$ cat config.mk
export PLATFORM = sky130hd
export DESIGN_NAME = mux8_scan_ctrl_flat
export DESIGN_NICKNAME = d
export VERILOG_FILES = /design/src/rtl/mux8_scan_pkg.sv /design/src/rtl/mux8_scan_if.sv /design/src/rtl/mux8_settle_cnt.sv /design/src/rtl/mux8_scan_ctrl.sv /design/src/flat_wrapper.sv
export SDC_FILE = /design/constraint.sdc
export NUM_CORES = 1
export LEC_CHECK = 0
export CORE_MARGIN = 2
export CORE_UTILIZATION = 40
export CTS_CLUSTER_SIZE = 25
export DETAILED_ROUTE_END_ITERATION = 16
export GPL_TIMING_DRIVEN = 1
export PLACE_DENSITY = 0.72
export SYNTH_ARGS = -nofsm -noshare
export SYNTH_HDL_FRONTEND = slang
export SYNTH_SLANG_ARGS = --single-unit
export TNS_END_PERCENT = 50
$ cat constraint.sdc
create_clock -name clk -period 1.9 [get_ports clk]
set_clock_uncertainty 0.1 [all_clocks]
set_input_delay 0.475 -clock clk [delete_from_list [all_inputs] [get_ports clk]]
set_output_delay 0.475 -clock clk [all_outputs]
set_load 0.1 [all_outputs]
$ cat src/rtl/mux8_scan_pkg.sv
// rtl/mux8_scan_pkg.sv - shared widths and state type for the mux8 scan sequencer
package mux8_scan_pkg;
  localparam int N_IN  = 8;
  localparam int SEL_W = 3;
  localparam int CNT_W = 8;

  typedef enum logic [1:0] {IDLE, SETTLE, SAMPLE, DONE} state_t;
endpackage

$ cat src/rtl/mux8_scan_if.sv
// rtl/mux8_scan_if.sv - mux select/capture and word valid/ready bundle
// parity member present only when MUX8_SCAN_PARITY_EN is defined
interface mux8_scan_if;
  import mux8_scan_pkg::*;

  logic             start;
  logic             mux_out;
  logic             ready;
  logic [SEL_W-1:0] sel;
  logic [N_IN-1:0]  data;
  logic             valid;
  logic             busy;
`ifdef MUX8_SCAN_PARITY_EN
  logic             parity;
`endif

  modport master (
    output start, mux_out, ready,
`ifdef MUX8_SCAN_PARITY_EN
    input  parity,
`endif
    input  sel, data, valid, busy
  );

  modport slave (
    input  start, mux_out, ready,
`ifdef MUX8_SCAN_PARITY_EN
    output parity,
`endif
    output sel, data, valid, busy
  );
endinterface

$ cat src/rtl/mux8_settle_cnt.sv
// rtl/mux8_settle_cnt.sv - settle-time counter; hit when SETTLE_CYCLES-1 cycles have elapsed
module mux8_settle_cnt
  import mux8_scan_pkg::*;
#(
  parameter int SETTLE_CYCLES = 2
) (
  input  logic clk,
  input  logic rst,
  input  logic clear,
  input  logic en,
  output logic hit
);
  logic [CNT_W-1:0] count;

  always_ff @(posedge clk) begin
    if (rst) begin
      count <= '0;
    end else if (clear) begin
      count <= '0;
    end else if (en) begin
      count <= count + CNT_W'(1);
    end
  end

  assign hit = (count == CNT_W'(SETTLE_CYCLES - 1));
endmodule

$ cat src/rtl/mux8_scan_ctrl.sv
// rtl/mux8_scan_ctrl.sv - steps mux8_1 select 0..7 and assembles its output into a byte
// optional parity output enabled by MUX8_SCAN_PARITY_EN
module mux8_scan_ctrl
  import mux8_scan_pkg::*;
#(
  parameter int SETTLE_CYCLES = 2
) (
  input  logic        clk,
  input  logic        rst,
  mux8_scan_if.slave  bus
);
  localparam logic [SEL_W-1:0] SEL_LAST = SEL_W'(N_IN - 1);

  state_t           state, state_n;
  logic [SEL_W-1:0] sel_q, sel_n;
  logic [N_IN-1:0]  cap_q, cap_n;
  logic [N_IN-1:0]  data_q, data_n;
  logic             valid_q, valid_n;
  logic             cnt_clear, cnt_en, cnt_hit;
`ifdef MUX8_SCAN_PARITY_EN
  logic             parity_q, parity_n;
`endif

  mux8_settle_cnt #(.SETTLE_CYCLES(SETTLE_CYCLES)) u_settle (
    .clk   (clk),
    .rst   (rst),
    .clear (cnt_clear),
    .en    (cnt_en),
    .hit   (cnt_hit)
  );

  always_ff @(posedge clk) begin
    if (rst) begin
      state   <= IDLE;
      sel_q   <= '0;
      cap_q   <= '0;
      data_q  <= '0;
      valid_q <= 1'b0;
`ifdef MUX8_SCAN_PARITY_EN
      parity_q <= 1'b0;
`endif
    end else begin
      state   <= state_n;
      sel_q   <= sel_n;
      cap_q   <= cap_n;
      data_q  <= data_n;
      valid_q <= valid_n;
`ifdef MUX8_SCAN_PARITY_EN
      parity_q <= parity_n;
`endif
    end
  end

  always_comb begin
    state_n   = state;
    sel_n     = sel_q;
    cap_n     = cap_q;
    data_n    = data_q;
    valid_n   = valid_q;
    cnt_clear = 1'b0;
    cnt_en    = 1'b0;
`ifdef MUX8_SCAN_PARITY_EN
    parity_n  = parity_q;
`endif
    case (state)
      IDLE: begin
        sel_n     = '0;
        cnt_clear = 1'b1;
        if (bus.start) begin
          cap_n   = '0;
          state_n = SETTLE;
        end
      end
      SETTLE: begin
        cnt_en = 1'b1;
        if (cnt_hit) state_n = SAMPLE;
      end
      SAMPLE: begin
        cnt_clear    = 1'b1;
        cap_n[sel_q] = bus.mux_out;
        if (sel_q != SEL_LAST) begin
          sel_n   = sel_q + SEL_W'(1);
          state_n = SETTLE;
        end else begin
          // publish the word including the bit captured this cycle
          data_n  = cap_n;
          valid_n = 1'b1;
`ifdef MUX8_SCAN_PARITY_EN
          parity_n = ^cap_n;
`endif
          state_n = DONE;
        end
      end
      DONE: begin
        if (valid_q && bus.ready) begin
          valid_n = 1'b0;
          sel_n   = '0;
          state_n = IDLE;
        end
      end
      default: state_n = IDLE;
    endcase
  end

  assign bus.sel   = sel_q;
  assign bus.data  = data_q;
  assign bus.valid = valid_q;
  assign bus.busy  = (state != IDLE);
`ifdef MUX8_SCAN_PARITY_EN
  assign bus.parity = parity_q;
`endif
endmodule

$ cat src/flat_wrapper.sv
// flat-port wrapper written by rule: the top's interface ports become plain ports
module mux8_scan_ctrl_flat import mux8_scan_pkg::*;
#(
  parameter int SETTLE_CYCLES = 2
)
  (clk, rst, bus_start, bus_mux_out, bus_ready, bus_sel, bus_data, bus_valid, bus_busy);
  mux8_scan_if bus_i ();
  input  logic clk;
  input  logic rst;
  input wire logic [$bits(bus_i.start)-1:0] bus_start;
  input wire logic [$bits(bus_i.mux_out)-1:0] bus_mux_out;
  input wire logic [$bits(bus_i.ready)-1:0] bus_ready;
  output wire logic [$bits(bus_i.sel)-1:0] bus_sel;
  output wire logic [$bits(bus_i.data)-1:0] bus_data;
  output wire logic [$bits(bus_i.valid)-1:0] bus_valid;
  output wire logic [$bits(bus_i.busy)-1:0] bus_busy;
  assign bus_i.start = bus_start;
  assign bus_i.mux_out = bus_mux_out;
  assign bus_i.ready = bus_ready;
  assign bus_sel = bus_i.sel;
  assign bus_data = bus_i.data;
  assign bus_valid = bus_i.valid;
  assign bus_busy = bus_i.busy;
  mux8_scan_ctrl #(.SETTLE_CYCLES(SETTLE_CYCLES)) u_core (.clk(clk), .rst(rst), .bus(bus_i));
endmodule
==> metrics <==
worst vdd ir=415 uV; Post-Layout Cell Count=228; register area=613 um^2; HPWL Detailed=2070 um; Worst Tran Pin Value=0.400 ns; Die W=65.0 um; fill count=353; Synth Register Bits=30; number of buffers created by CTS=5; async set or reset register ratio after synthesis=0; CP Launch Type=register; Starting Density=0.410; endpoints failing setup=0; drt initial violations=67; largest net degree at the start of global routing=26; Final period util=0.963; worst min path class=reg2reg; switching power=305 uW; RD Place Congestion=0.753; Power Density=662 mW/mm^2; RSZ-0062 raised after global routing=false; Routed WL=2880 um; crit path DAT=1.26 ns; Total Routing Usage GR=0.162; worst setup margin=0.0699 ns; sequential share of power=0.505; Leak Pwr=0.743 nW; total die area=0.00423 mm^2; dpl cells=220; Syn. warnings=0; fin. max-slew vios=0; # port buffers=17; Combinational Power Share=0.082; drt first pass iters=4; Slew headroom=0.733; most frequent cells in the layout=dfxtp_1 (26), a21oi_1 (15), nor2_1 (13), buf_12 (13); Post-Syn Area=0.00149 mm^2; routed len/inst=12.6 um; core area=0.00363 mm^2; initial antenna violation count=0; CP max FO=9; outcome=finished clean; post-route design area=0.00192 mm^2; CTS Sinks=30; P&R area growth vs syn=29.1%; Avg Inst Size Synth=9.20 um^2; cell count after synthesis=162; Critical Path End Type=output pin; H-tree depth=2; Die Ht=65.0 um; syn_nets=171; fmax=0.546 GHz; site row count=22; clk root buf=clkbuf_8; Seq/Total Area, Yosys=0.403; critical path required time=1.32 ns; vias in the first global route=1183; Synth cell types=39; Worst-path clk slew=0.06 ns; Residual DRC=0; commonest non-fill, non-tap cell in the layout=dfxtp_1; first-pass GRT wire length=5240 um; Net count, final=188; TNS Setup=0 ns; Sw Ratio=0.240; Skew-Pair Late Insertion Delay=0.28 ns; share of layout cells above drive strength 1=0.222; internal power=967 uW; total congestion overflow=0; CTS tree=yes; final hold vios=0; Final ANT Viol Nets=0; MaxCap Viol Count=0; minimum clock period=1.83 ns; n_diodes=0; EDFF count, synth=0; Vias=1214; CP Class=reg2out; Clock Path Buffers=2; multi-input logic area=813 um^2; Vias per Instance=5.32; pre-CTS setup slack=0.114 ns; Clk network pwr share=0.414; Synth Flop Type=dfxtp_1; Area after DPL=0.00183 mm^2; Ports=18
## metrics by stage
stage / power (mW) / utilization / hold slack (ns)
2_1_floorplan: 0.727 / - / 0.352
3_3_place_gp: 0.757 / 0.503 / 0.361
5_1_grt: 1.33 / 0.529 / 0.408
4_1_cts: 1.29 / 0.528 / 0.385
6_report: 1.27 / 0.529 / 0.384
3_5_place_dp: 0.760 / 0.503 / 0.374
## power by group through the flow
stage	logic, mW	clock network (mW)	registers [mW]
after detailed placement	0.104	0	0.655
after global routing	0.113	0.570	0.643
final	0.104	0.526	0.642
after floorplan	0.0754	0	0.652
after global placement	0.102	0	0.655
after CTS	0.104	0.541	0.641
## layer usage
layer | track usage | vias to the layer above | routed length, um
met4 | 0.0781 | 0 | 63
met1 | 0.187 | 568 | 1340
met5 | 0 | - | 0
li1 | - | 624 | -
met2 | 0.268 | 16 | 1370
met3 | 0.0573 | 6 | 108
## critical path, stage by stage, from the launching register on
cell and delay [ns]:
dfxtp_1 0.43, or2_2 0.37, buf_12 0.17
## cell families after synthesis
family | Yosys count | synth area share
xor+xnor | 2 | 0.0118
mux | 8 | 0.0537
fa+ha+maj | 4 | 0.0336
flops | 30 | 0.403
simple gates | 58 | 0.246
buf+inv | 15 | 0.0529
compound gates | 45 | 0.199
## final cells by class
cell class / count / share of cell area
sequential: 30 / 0.319
clock inverter: 1 / 0.00260
tap: 48 / 0.0312
inverter: 4 / 0.00781
multi-input combinational: 117 / 0.423
clock buffer: 7 / 0.0449
timing repair buffer: 21 / 0.172
## repair_timing
action | 4_1_cts | 5_1_grt
hold buffers | 0 | 0
gates resized for setup | 0 | 2
setup buffers | 0 | 0
setup endpoints to repair | 0 | 2
## synthesized netlist by cell type, types with 4 or more instances
cell type | instances | area share
a211oi_1 | 9 | 0.045
nand2b_1 | 9 | 0.038
dfxtp_1 | 30 | 0.40
nor2_1 | 13 | 0.033
o32ai_1 | 7 | 0.041
clkbuf_1 | 5 | 0.013
a21oi_1 | 15 | 0.050
ha_1 | 4 | 0.034
nand2_1 | 8 | 0.020
mux2i_1 | 8 | 0.054
nand3b_1 | 4 | 0.020
inv_1 | 4 | 0.010
o21ai_0 | 7 | 0.024
nand3_1 | 4 | 0.013
## path summary, 6_finish.rpt
kind | start | endpoint | slack (ns) | cells after the start
max | u_core.state[0] | bus_busy | 0.07 | 2
min | u_core.cap_q[4] | u_core.cap_q[4] | 0.38 | 2
max reg2reg | u_core.bus.sel[0] | u_core.bus.sel[2] | 0.27 | 5
min reg2reg | u_core.cap_q[4] | u_core.cap_q[4] | 0.38 | 2
## state kept, by name, indices dropped and copies added, names as in the netlist
name	cells
u_core.state	2
u_core.bus.sel	3
u_core.u_settle.count	8
u_core.bus.valid	1
u_core.bus.data	8
u_core.cap_q	8
Power figures use the tool's default switching activity.
